--- src/rtl/pipe_deserializer.sv ---
`default_nettype none
// ============================================================================
// Module      : pipe_deserializer
// Description : Receive side of the fixed-latency byte pipe. Packs RATIO valid
//               beats into one word (first beat in the LSBs) and queues the
//               word in a DEPTH-entry FIFO presented with valid/ready. Words
//               that reach a full FIFO are dropped and counted, because the
//               source has no backpressure.
//               Optional feature macro: PIPE_DESER_XOR_EN adds o_xor, the XOR
//               of all beats of the head word, stored per FIFO entry.
// Revision    : 1.0 - initial release
// ============================================================================
module pipe_deserializer #(
    parameter int WIDTH = 8,
    parameter int RATIO = 4,
    parameter int DEPTH = 2
) (
    input  logic                     clk,
    input  logic                     rst,
    input  logic [WIDTH-1:0]         i_data,
    input  logic                     i_valid,
    input  logic                     i_flush,
    output logic [WIDTH*RATIO-1:0]   o_word,
    output logic                     o_valid,
    input  logic                     i_ready,
    output logic                     o_overflow,
    output logic [15:0]              o_drop_cnt,
`ifdef PIPE_DESER_XOR_EN
    output logic [WIDTH-1:0]         o_xor,
`endif
    output logic [$clog2(RATIO)-1:0] o_beat_idx
);
    localparam int IW = $clog2(RATIO);
    localparam int PW = (DEPTH > 1) ? $clog2(DEPTH) : 1;
    localparam int CW = $clog2(DEPTH + 1);
    localparam int WW = WIDTH * RATIO;

    typedef enum logic [1:0] {
        S_EMPTY  = 2'd0,
        S_FILL   = 2'd1,
        S_COMMIT = 2'd2
    } state_t;

    state_t          state_q, state_d;
    logic [IW-1:0]   beat_idx_q, beat_idx_d;
    logic [WW-1:0]   asm_q, asm_d;
    logic [WW-1:0]   mem_q [DEPTH];
    logic [PW-1:0]   wr_ptr_q, rd_ptr_q;
    logic [CW-1:0]   count_q;
    logic            overflow_q;
    logic [15:0]     drop_cnt_q;
    logic            w_commit, w_pop, w_push, w_drop;

    function automatic logic [PW-1:0] ptr_inc(input logic [PW-1:0] p);
        return (p == PW'(DEPTH - 1)) ? '0 : p + PW'(1);
    endfunction

    // A word sitting in COMMIT is pushed unless the FIFO stays full this cycle;
    // a same-cycle pop frees the slot, so push+pop at full is lossless.
    assign w_commit = (state_q == S_COMMIT);
    assign w_pop    = (count_q != '0) & i_ready;
    assign w_push   = w_commit & ((count_q < CW'(DEPTH)) | w_pop);
    assign w_drop   = w_commit & ~w_push;

    // Assembly FSM next state: flush beats any valid beat in the same cycle.
    always_comb begin
        state_d    = state_q;
        beat_idx_d = beat_idx_q;
        asm_d      = asm_q;
        if (i_flush) begin
            state_d    = S_EMPTY;
            beat_idx_d = '0;
        end else if (i_valid) begin
            asm_d[int'(beat_idx_q)*WIDTH +: WIDTH] = i_data;
            if (beat_idx_q == IW'(RATIO - 1)) begin
                state_d    = S_COMMIT;
                beat_idx_d = '0;
            end else begin
                state_d    = S_FILL;
                beat_idx_d = beat_idx_q + IW'(1);
            end
        end else if (state_q == S_COMMIT) begin
            state_d = S_EMPTY;
        end
    end

    // Assembly FSM and packing registers.
    always_ff @(posedge clk or negedge rst) begin
        if (!rst) begin
            state_q    <= S_EMPTY;
            beat_idx_q <= '0;
            asm_q      <= '0;
        end else begin
            state_q    <= state_d;
            beat_idx_q <= beat_idx_d;
            asm_q      <= asm_d;
        end
    end

    // Word FIFO: storage, wrapping pointers and occupancy count.
    always_ff @(posedge clk or negedge rst) begin
        if (!rst) begin
            for (int i = 0; i < DEPTH; i++) begin
                mem_q[i] <= '0;
            end
            wr_ptr_q <= '0;
            rd_ptr_q <= '0;
            count_q  <= '0;
        end else begin
            if (w_push) begin
                mem_q[wr_ptr_q] <= asm_q;
                wr_ptr_q        <= ptr_inc(wr_ptr_q);
            end
            if (w_pop) begin
                rd_ptr_q <= ptr_inc(rd_ptr_q);
            end
            if (w_push && !w_pop) begin
                count_q <= count_q + CW'(1);
            end else if (!w_push && w_pop) begin
                count_q <= count_q - CW'(1);
            end
        end
    end

    // Drop accounting: sticky overflow flag and saturating drop counter.
    always_ff @(posedge clk or negedge rst) begin
        if (!rst) begin
            overflow_q <= 1'b0;
            drop_cnt_q <= '0;
        end else if (w_drop) begin
            overflow_q <= 1'b1;
            if (drop_cnt_q != 16'hFFFF) begin
                drop_cnt_q <= drop_cnt_q + 16'd1;
            end
        end
    end

`ifdef PIPE_DESER_XOR_EN
    logic [WIDTH-1:0] xmem_q [DEPTH];
    logic [WIDTH-1:0] w_asm_xor;

    // Fold all beats of the assembled word into one checksum beat.
    always_comb begin
        w_asm_xor = '0;
        for (int k = 0; k < RATIO; k++) begin
            w_asm_xor = w_asm_xor ^ asm_q[k*WIDTH +: WIDTH];
        end
    end

    // Checksum storage travels alongside each FIFO entry.
    always_ff @(posedge clk or negedge rst) begin
        if (!rst) begin
            for (int i = 0; i < DEPTH; i++) begin
                xmem_q[i] <= '0;
            end
        end else if (w_push) begin
            xmem_q[wr_ptr_q] <= w_asm_xor;
        end
    end

    assign o_xor = xmem_q[rd_ptr_q];
`endif

    assign o_word     = mem_q[rd_ptr_q];
    assign o_valid    = (count_q != '0);
    assign o_overflow = overflow_q;
    assign o_drop_cnt = drop_cnt_q;
    assign o_beat_idx = beat_idx_q;

endmodule
`default_nettype wire
--- config.mk ---
export PLATFORM = sky130hd
export DESIGN_NAME = pipe_deserializer
export DESIGN_NICKNAME = d
export VERILOG_FILES = /design/src/rtl/pipe_deserializer.sv
export SDC_FILE = /design/constraint.sdc
export NUM_CORES = 1
export LEC_CHECK = 0
export ABC_AREA = 1
export CAP_MARGIN = 20
export CORE_UTILIZATION = 60
export DETAILED_ROUTE_END_ITERATION = 16
export GPL_ROUTABILITY_DRIVEN = 0
export PLACE_DENSITY = 0.85
export RECOVER_POWER = 50
export SLEW_MARGIN = 5
export SYNTH_ARGS = -nofsm -noshare
export SYNTH_HDL_FRONTEND = slang
export SYNTH_SLANG_ARGS = --single-unit
export TNS_END_PERCENT = 5
--- constraint.sdc ---
create_clock -name clk -period 3.8 [get_ports clk]
set_input_delay 0.76 -clock clk [delete_from_list [all_inputs] [get_ports clk]]
set_output_delay 0.76 -clock clk [all_outputs]
set_load 0.03 [all_outputs]
# ---- Word-level counts from Yosys, hierarchy flattened
# Index checks and enable logic that the tools add are counted.
dict set report word_totals {
  input_bits 13
  regBits 121
  word_cells 63
  out_inout_bits 52
}
dict set report op_classes {
  eq_ne 3
  n_reduce_logical 11
  bitwise 8
  n_addsub 7
  order_cmp 4
  mux 18
  n_shift 2
}
# cell n
set ops {}
lappend ops {{32-bit two-way mux} 4}
lappend ops {{64-bit bitwise mux} 1}
lappend ops {{5-bit negator with 33-bit output} 1}
lappend ops {{8-bit by 33-bit variable shift with 32-bit output (first input constant)} 1}
lappend ops {{8-bit by 33-bit variable part select with 32-bit output} 1}
lappend ops {{32-bit bitwise mux} 1}
lappend ops {{32-bit demux with 1-bit select} 1}
lappend ops {{2-bit two-way mux} 9}
lappend ops {{16-bit by 1-bit adder with 16-bit output (second input constant)} 1}
lappend ops {{16-bit inequality test (second input constant)} 1}
lappend ops {{2-bit nonzero test} 3}
lappend ops {{2-bit by 1-bit adder with 2-bit output (second input constant)} 2}
lappend ops {{2-bit == test (second input constant)} 2}
lappend ops {{2-bit greater-or-equal comparator (second input constant)} 2}
lappend ops {{1-bit inverter with 2-bit output} 2}
lappend ops {{2-bit AND reduction} 2}
lappend ops {{1-bit bitwise AND} 3}
lappend ops {{1-bit logical AND} 3}
lappend ops {{3-bit nonzero test} 1}
lappend ops {{1-bit adder (second input constant)} 2}
lappend ops {{1-bit logical NOT} 2}
lappend ops {{2-bit by 1-bit less-than comparator with 1-bit output (second input constant)} 1}
lappend ops {{2-bit less-than comparator (second input constant)} 1}
lappend ops {{1-bit two-way mux} 2}
lappend ops {{other kinds (3)} 4}

# ---- Longest topological paths before layout
# Gate-level depths: netlist of run 1.
dict set report logic_depth {
  depth_word 8
  ltp_mapped 11
  depth_no_buf 10
}

# ---- Least setup slack after synthesis of run 1
# No wires, ideal clock.
dict set report synth_timing {
  kind {reg2reg}
  start {register beat_idx_q[0] (netlist: o_beat_idx[0])}
  end {register asm_q[13]}
  arrival_ns 1.964
  path_slack_ns 1.752
  n_path_buf 2
  stages_incl_launch_ff 8
  required_time_ns 3.717
  cell_sequence {dfrtp_1 buf_2 clkinv_1 ha_1 inv_1 clkbuf_1 nand3_1 o22ai_1}
}
dict set report synth_between {
  elab_chain_cells 3
  elab_cells_between_ends 4
  cone_classes {add/sub (1); shift (2); mux (1)}
}
# item line
set synth_lines {}
lappend synth_lines {{start: declaration} 45} ;# logic [IW-1:0] beat_idx_q, beat_idx_d;
lappend synth_lines {{start signal: assignment} 95} ;# beat_idx_q <= beat_idx_d;
lappend synth_lines {{5-bit negator with 33-bit output *} 74} ;# asm_d[int'(beat_idx_q)*WIDTH +: WIDTH] = i_data;
lappend synth_lines {{8-bit by 33-bit variable part select with 32-bit output or 8-bit by 33-bit variable shift with 32-bit output (tied branches)} 74}
lappend synth_lines {{32-bit bitwise mux *} 74}
lappend synth_lines {{end signal: assignment} 96} ;# asm_q <= asm_d;
lappend synth_lines {{end: declaration} 46} ;# logic [WW-1:0] asm_q, asm_d;
# Mark *: on every way between the ends. The rest lies on a longest branch, timed or not.
# A chain may end at the register's enable or synchronous reset.

# ---- Worst setup path in the final report of run 1
dict set report layout_timing {
  start {register rd_ptr_q}
  end {output o_word[14]}
}
dict set report layout_between {
  elab_chain_cells 4
}
# item line
set layout_lines {}
lappend layout_lines {{start: declaration} 48} ;# logic [PW-1:0] wr_ptr_q, rd_ptr_q;
lappend layout_lines {{start signal: assignment} 115} ;# rd_ptr_q <= ptr_inc(rd_ptr_q);
lappend layout_lines {{1-bit inverter with 2-bit output (implied by the code)} 164} ;# assign o_word = mem_q[rd_ptr_q];
lappend layout_lines {{32-bit two-way mux (implied by the code) (3 in a row)} 164}
lappend layout_lines {{end: declaration} 23} ;# output logic [WIDTH*RATIO-1:0] o_word,
# No other way between the ends. The select of a mux whose other input is x is not followed.

==> flow_metrics.env, run 1 <==
export IMPL_setup_tns_final_ns=0
export IMPL_postCtsSetupBuffers=0
export IMPL_worstPathRequired_ns=3.04
export IMPL_start_util=0.6305
export IMPL_synth_area_um2=5605
export IMPL_start_kind="flip-flop"
export IMPL_hold_path_class="flip-flop to flip-flop"
export IMPL_power_total_mw=4.328
export IMPL_critPathMaxStageDelay_ns=0.67
export IMPL_die_y_um=98.66
export IMPL_rsz0062_at_grt="false"
export IMPL_clockBufferDepth=2
export IMPL_ys_seq_area_frac=0.5402
export IMPL_h_tree_depth=4
export IMPL_fp_dieW_um=98.66
export IMPL_via_per_inst=5.890
export IMPL_antenna_found_initial=0
export IMPL_finalSetupViolCount=0
export IMPL_slew_headroom=-0.2868
export IMPL_min_to="count_q[0]$_DFFE_PN0P_"
export IMPL_synthCells=656
export IMPL_use_met1=0.3853
export IMPL_use_met2=0.5217
export IMPL_clkTransAtPathRegs_ns=0.06
export IMPL_arrival_ns=2.51
export IMPL_clk_latency_ns=0.52
export IMPL_min_from="count_q[0]$_DFFE_PN0P_"
export IMPL_grt_max_degree=65
export IMPL_final_cell_mix="nand2_1 (242), dfrtp_1 (121), inv_1 (61), o21ai_0 (61), clkdlybuf4s50_1 (61)"
export IMPL_first_global_vias=4878
export IMPL_worst_pin_slew_ns=1.926
export IMPL_reg2reg_to="mem_q[22]$_DFFE_PN0P_"
export IMPL_core_area_um2=8891
export IMPL_p_per_area_nw_per_um2=629.4
export IMPL_worst_path_max_delay_cell="clkdlybuf4s50_1"
export IMPL_grt_first_pass_wirelength_mm=23.41
export IMPL_io_buffer_count=64
export IMPL_worstPathBufferInverterCount=4
export IMPL_drt_pre_antenna_iters=5
export IMPL_r2r_start="count_q[1]$_DFFE_PN0P_"
export IMPL_cts_resized=0
export IMPL_std_cell_rows=34
export IMPL_violations="max-capacitance violations, max-slew violations"
export IMPL_drc=0
export IMPL_wl_mm=14.19
export IMPL_end_kind="primary output"
export IMPL_gr_total_overflow=0
export IMPL_critPathTopFamily="buffers and inverters"
export IMPL_ant_nets=0
export IMPL_dieArea_um2=9733
export IMPL_syn_area_per_cell_um2=8.545
export IMPL_path_max_fanout=33
export IMPL_cts_tree="built"
export IMPL_ir_drop_v=0.0004539
export IMPL_timing_setup_critical_path_class="flip-flop to primary output"
export IMPL_total_leakage_power_nw=3.321
export IMPL_synth_seq_cells=121
export IMPL_layout_commonest_cell="nand2_1"
export IMPL_reg2reg_setup_slack_ns=0.77
export IMPL_worstPathCellList="buf_4, clkinv_1, buf_4, nand2_1, nand2_1, clkdlybuf4s50_1"
export IMPL_dp_hpwl_mm=8.302
export IMPL_status="finished with violations"
export IMPL_numCtsBuffers=17
export IMPL_drive_above_1_share=0.09986
export IMPL_drtIter0Drc=442
export IMPL_hold_viol_final=0
export IMPL_syn_to_final_growth_pct=22.68
export IMPL_grt_use_met3=0.06312
export IMPL_fin_crit_sh=0.8606
export IMPL_yosysWarnings=0
export IMPL_grtUsageTotal=0.3117
export IMPL_ios=65
export IMPL_timing_fmax_mhz=305.8
export IMPL_synth_fp_nets=676
export IMPL_layout_nets=738
export IMPL_cts_root_buffer="clkbuf_8"
export IMPL_r2r_cells=9
export IMPL_skew_ns=0.004719
export IMPL_drv_cap=2
export IMPL_min_period_ns=3.270
export IMPL_hold_buffers=0
export IMPL_synth_cell_type_count=26
export IMPL_min_path_cells=1
export IMPL_routedWlPerCell_um=16.91
export IMPL_diodes=0
export IMPL_cts_sinks=121
export IMPL_maxSlewViolCount=128
export IMPL_vias=4942
export IMPL_grt_busiest_layer="met2"
## final cells by class
type / instances / area (um2)
flip-flops and latches: 121 / 3028
multi-input cells: 443 / 2120
fillers: 562 / 2014
repair buffers: 70 / 678.2
clock buffers: 19 / 421.7
clock inverters: 13 / 249.0
inverters: 65 / 245.2
well taps: 108 / 135.1
## through the flow
stage	hold WS (ns)	setup slack (ns)	std cells	instance area, um2	utilization
floorplan	0.4458	1.752	656	5605	-
global route	0.4941	0.3636	839	6877	0.7734
global placement	0.4502	1.197	807	6260	0.7041
CTS	0.3585	0.5474	839	6930	0.7795
detailed placement	0.4673	1.122	807	6260	0.7041
finish	0.4741	0.5296	839	6877	0.7734
## report_power, final
part	internal (mW)	switching (mW)	leakage (nW)	total [mW]
clock network	1.26	0.583	0.322	1.84
registers	1.47	0.105	1.58	1.58
logic	0.289	0.620	1.42	0.909
## metal layers
layer | wire [um] | share of wire | vias to the layer above
met5 | 0 | 0 | -
met4 | 461 | 0.032 | 0
met3 | 1167 | 0.082 | 56
met2 | 7134 | 0.50 | 284
met1 | 5423 | 0.38 | 2373
li1 | - | - | 2229
## registers in the layout, summed over array words and instances, names as in the netlist
name        count
asm_q          32
count_q         2
mem_q          64
o_beat_idx      2
o_drop_cnt     16
o_overflow      1
rd_ptr_q        1
state_q         2
wr_ptr_q        1
## synth_stat cells, drive strengths merged
library cell  instances  area, um2
clkbuf               13      53.80
ha                    7      87.58
nand2               243      934.7
o21ai                96      596.8
buf                  14      122.6
a21oi                 1      5.000
dfrtp               121       3028
nand3                25      125.1
inv                  63      239.0
xnor2                 1      8.760
nor2                 29      123.9
nand4                19      118.9
nor3                  1      5.000
xor2                  7      61.31
o22ai                14      87.58
clkinv                2      7.510
## worst register-to-register path, stage by stage (launching register included)
cell	delay [ns]
dfrtp_1	0.39
inv_1	0.11
nand2_2	0.07
nand2_1	0.13
nand2_1	0.07
nand2_1	0.09
clkinvlp_2	0.17
nand2_1	1.41
nand2_1	0.27
o21ai_0	0.19
## logic make-up after synthesis
| family | Yosys count | share of synthesized area |
|---|---|---|
| AND/OR/NAND/NOR | 317 | 0.2333 |
| flip-flops | 121 | 0.5402 |
| AO/OA/AOI/OAI | 111 | 0.1230 |
| buffers and inverters | 92 | 0.07545 |
| XOR/XNOR | 8 | 0.01250 |
| adder cells (fa/ha/maj) | 7 | 0.01562 |
## worst max path at each step
stage                              start               endpoint  slack [ns]  cells after the start
3_3_place_gp        rd_ptr_q$_DFFE_PN0P_             o_word[16]        1.20                      6
6_report            rd_ptr_q$_DFFE_PN0P_             o_word[14]        0.53                      6
3_5_place_dp        rd_ptr_q$_DFFE_PN0P_             o_word[11]        1.12                      6
4_1_cts             rd_ptr_q$_DFFE_PN0P_             o_word[11]        0.55                      6
2_1_floorplan  o_beat_idx[0]$_DFFE_PN0P_  asm_q[13]$_DFFE_PN0P_        1.75                      7
5_1_grt                          i_ready  mem_q[23]$_DFFE_PN0P_        0.36                      7
Power figures use the tool's default switching activity.
==> inputs of run 2 (changes only) <==
--- a/config.mk
+++ b/config.mk
@@ -7,6 +7,7 @@
 export LEC_CHECK = 0
 export ABC_AREA = 1
 export CAP_MARGIN = 20
+export CORE_MARGIN = 1.5
 export CORE_UTILIZATION = 60
 export DETAILED_ROUTE_END_ITERATION = 16
 export GPL_ROUTABILITY_DRIVEN = 0
==> run 2 against run 1 <==
Against the previous run: the flow still finishes with violations (max-capacitance violations, max-slew violations); critical endpoint is now o_word[24]; global-route usage fell by 2.2 points; flip-flop and latch count stayed put; highest routed layer unchanged; combinational power is essentially flat; clock skew rose by 0.00083 ns; first-iteration DRC count is 36% lower; clock power fell by 16%; die area grew 2.0%; power down 6.9%; register-to-register slack improved by 0.13 ns; hold slack better by 0.0068 ns; core utilization decreased by 3.0 points.
==> flow_metrics.env, run 2 (synthesis results as in run 1) <==
export IMPL_status="finished with violations"
export IMPL_violations="max-capacitance violations, max-slew violations"
export IMPL_hold_slack_ns=0.4809
export IMPL_layout_commonest_cell="nand2_1"
export IMPL_end_kind="primary output"
export IMPL_hold_buffers=0
export IMPL_max_flop_register="mem_q"
export IMPL_pre_cts_slack_ns=1.124
export IMPL_drv_cap=2
export IMPL_finalSetupViolCount=0
export IMPL_utilization=0.7430
export IMPL_drtIter0Drc=281
export IMPL_start_util=0.6124
export IMPL_total_leakage_power_nw=3.285
export IMPL_min_period_ns=3.203
export IMPL_postCtsSetupBuffers=0
export IMPL_layout_setup_ws_ns=0.5972
export IMPL_hold_path_class="flip-flop to flip-flop"
export IMPL_clk_latency_ns=0.50
export IMPL_ir_drop_v=0.0003632
export IMPL_gr_total_overflow=0
export IMPL_worstPathCellList="clkinv_1, buf_4, nand2_1, nand2_1, clkdlybuf4s50_1"
export IMPL_h_tree_depth=4
export IMPL_ant_nets=0
export IMPL_worstPathBufferInverterCount=3
export IMPL_antenna_found_initial=0
export IMPL_fp_dieW_um=99.66
export IMPL_syn_to_final_growth_pct=21.32
export IMPL_layout_nets=739
export IMPL_diodes=0
export IMPL_final_cell_mix="nand2_1 (241), dfrtp_1 (121), inv_1 (61), clkdlybuf4s50_1 (61), o21ai_0 (54)"
export IMPL_worst_path_max_delay_cell="clkdlybuf4s50_1"
export IMPL_post_dp_cell_area_um2=6271
export IMPL_die_y_um=99.66
export IMPL_numCtsBuffers=17
export IMPL_nFillCells=601
export IMPL_vias=4798
export IMPL_timing_fmax_mhz=312.2
export IMPL_clkTransAtPathRegs_ns=0.05
export IMPL_cts_root_buffer="clkbuf_8"
export IMPL_skew_ns=0.005550
export IMPL_dp_hpwl_mm=8.538
export IMPL_maxSlewViolCount=133
export IMPL_first_global_vias=4688
export IMPL_routedWlPerCell_um=15.92
export IMPL_via_per_inst=5.712
export IMPL_fin_crit_sh=0.8428
export IMPL_cts_tree="built"
export IMPL_cp_common_cell="nand2_1"
export IMPL_worstPathRequired_ns=3.04
export IMPL_cts_sinks=121
export IMPL_grt_first_pass_wirelength_mm=22.36
export IMPL_start_kind="flip-flop"
export IMPL_regArea_um2=3028
export IMPL_dieArea_um2=9931
export IMPL_timing_setup_critical_path_class="flip-flop to primary output"
export IMPL_critPathTopFamily="buffers and inverters"
export IMPL_wl_mm=13.37
export IMPL_final_area_um2=6800
export IMPL_multiInputGateArea_um2=2137
export IMPL_std_cell_rows=35
export IMPL_arrival_ns=2.44
export IMPL_clockBufferDepth=2
export IMPL_core_area_um2=9153
export IMPL_setup_tns_final_ns=0
export IMPL_grt_max_degree=68
export IMPL_worst_pin_slew_ns=1.802
export IMPL_drc=0
export IMPL_drive_above_1_share=0.1001
export IMPL_drt_pre_antenna_iters=6
export IMPL_rsz0062_at_grt="false"
export IMPL_hold_viol_final=0
export IMPL_p_per_area_nw_per_um2=592.7
export IMPL_slew_headroom=-0.2046
export IMPL_path_max_fanout=18
export IMPL_critPathMaxStageDelay_ns=0.59
export IMPL_grtUsageTotal=0.2901
export IMPL_ios=65
export IMPL_io_buffer_count=64
export IMPL_largest_reg_flops=64
export IMPL_cts_resized=0
==> run 2: cell count changes in the layout (fill, tap and decap cells not counted), moves of 2 or more <==
cell	previous run	this run
buf_4	5	3
bufinv_16	7	3
clkbuf_1	2	5
o21ai_0	61	54
o21ai_1	8	11
o21ai_2	27	31
==> run 2: report_power, final <==
group / switching [mW] / total (mW) / internal (mW)
Clock: 0.547 / 1.55 / 1.00
Sequential: 0.106 / 1.58 / 1.47
Combinational: 0.615 / 0.907 / 0.291
==> run 2: worst register-to-register path, stage by stage (launching register included) <==
cell and delay (ns):
dfrtp_1 0.39, inv_1 0.11, nand2_2 0.06, nand2_1 0.15
nand2_1 0.08, nand2_1 0.11, clkinvlp_2 0.16, nand2_1 1.32
o21ai_0 0.31
==> run 2: final cells by class <==
type                            instances  share of cell area
Clock buffer                           20             0.06403
Clock inverter                          9             0.01858
Inverter                               65             0.03606
Multi-Input combinational cell        443              0.3143
Sequential cell                       121              0.4453
Tap cell                              111             0.02042
Timing Repair Buffer                   71              0.1014
==> run 2: stage by stage <==
step	cells	total power [mW]
after floorplan	656	2.155
after global placement	811	2.443
after detailed placement	811	2.485
after CTS	840	4.043
after global routing	840	4.205
final	840	4.031
==> run 2: worst paths after layout <==
kind | startpoint | to | slack (ns) | cells past startpoint
setup / recovery | rd_ptr_q$_DFFE_PN0P_ | o_word[24] | 0.60 | 5
hold / removal | mem_q[63]$_DFFE_PN0P_ | mem_q[63]$_DFFE_PN0P_ | 0.48 | 2
setup reg to reg | count_q[1]$_DFFE_PN0P_ | mem_q[17]$_DFFE_PN0P_ | 0.90 | 8
hold reg to reg | mem_q[63]$_DFFE_PN0P_ | mem_q[63]$_DFFE_PN0P_ | 0.48 | 2
max in group asynchronous | rst | asm_q[10]$_DFFE_PN0P_ | 1.41 | 2
min in group asynchronous | rst | o_drop_cnt[10]$_DFFE_PN0P_ | 0.67 | 1
==> run 2: routing by layer <==
layer | track usage | routed length [um] | share of wire | vias to the layer above
met3 | 0.07098 | 867 | 0.065 | 50
met2 | 0.4700 | 6651 | 0.50 | 223
met4 | 0.1192 | 437 | 0.033 | 0
li1 | - | - | - | 2232
met1 | 0.3780 | 5417 | 0.41 | 2293
met5 | 0 | 0 | 0 | -
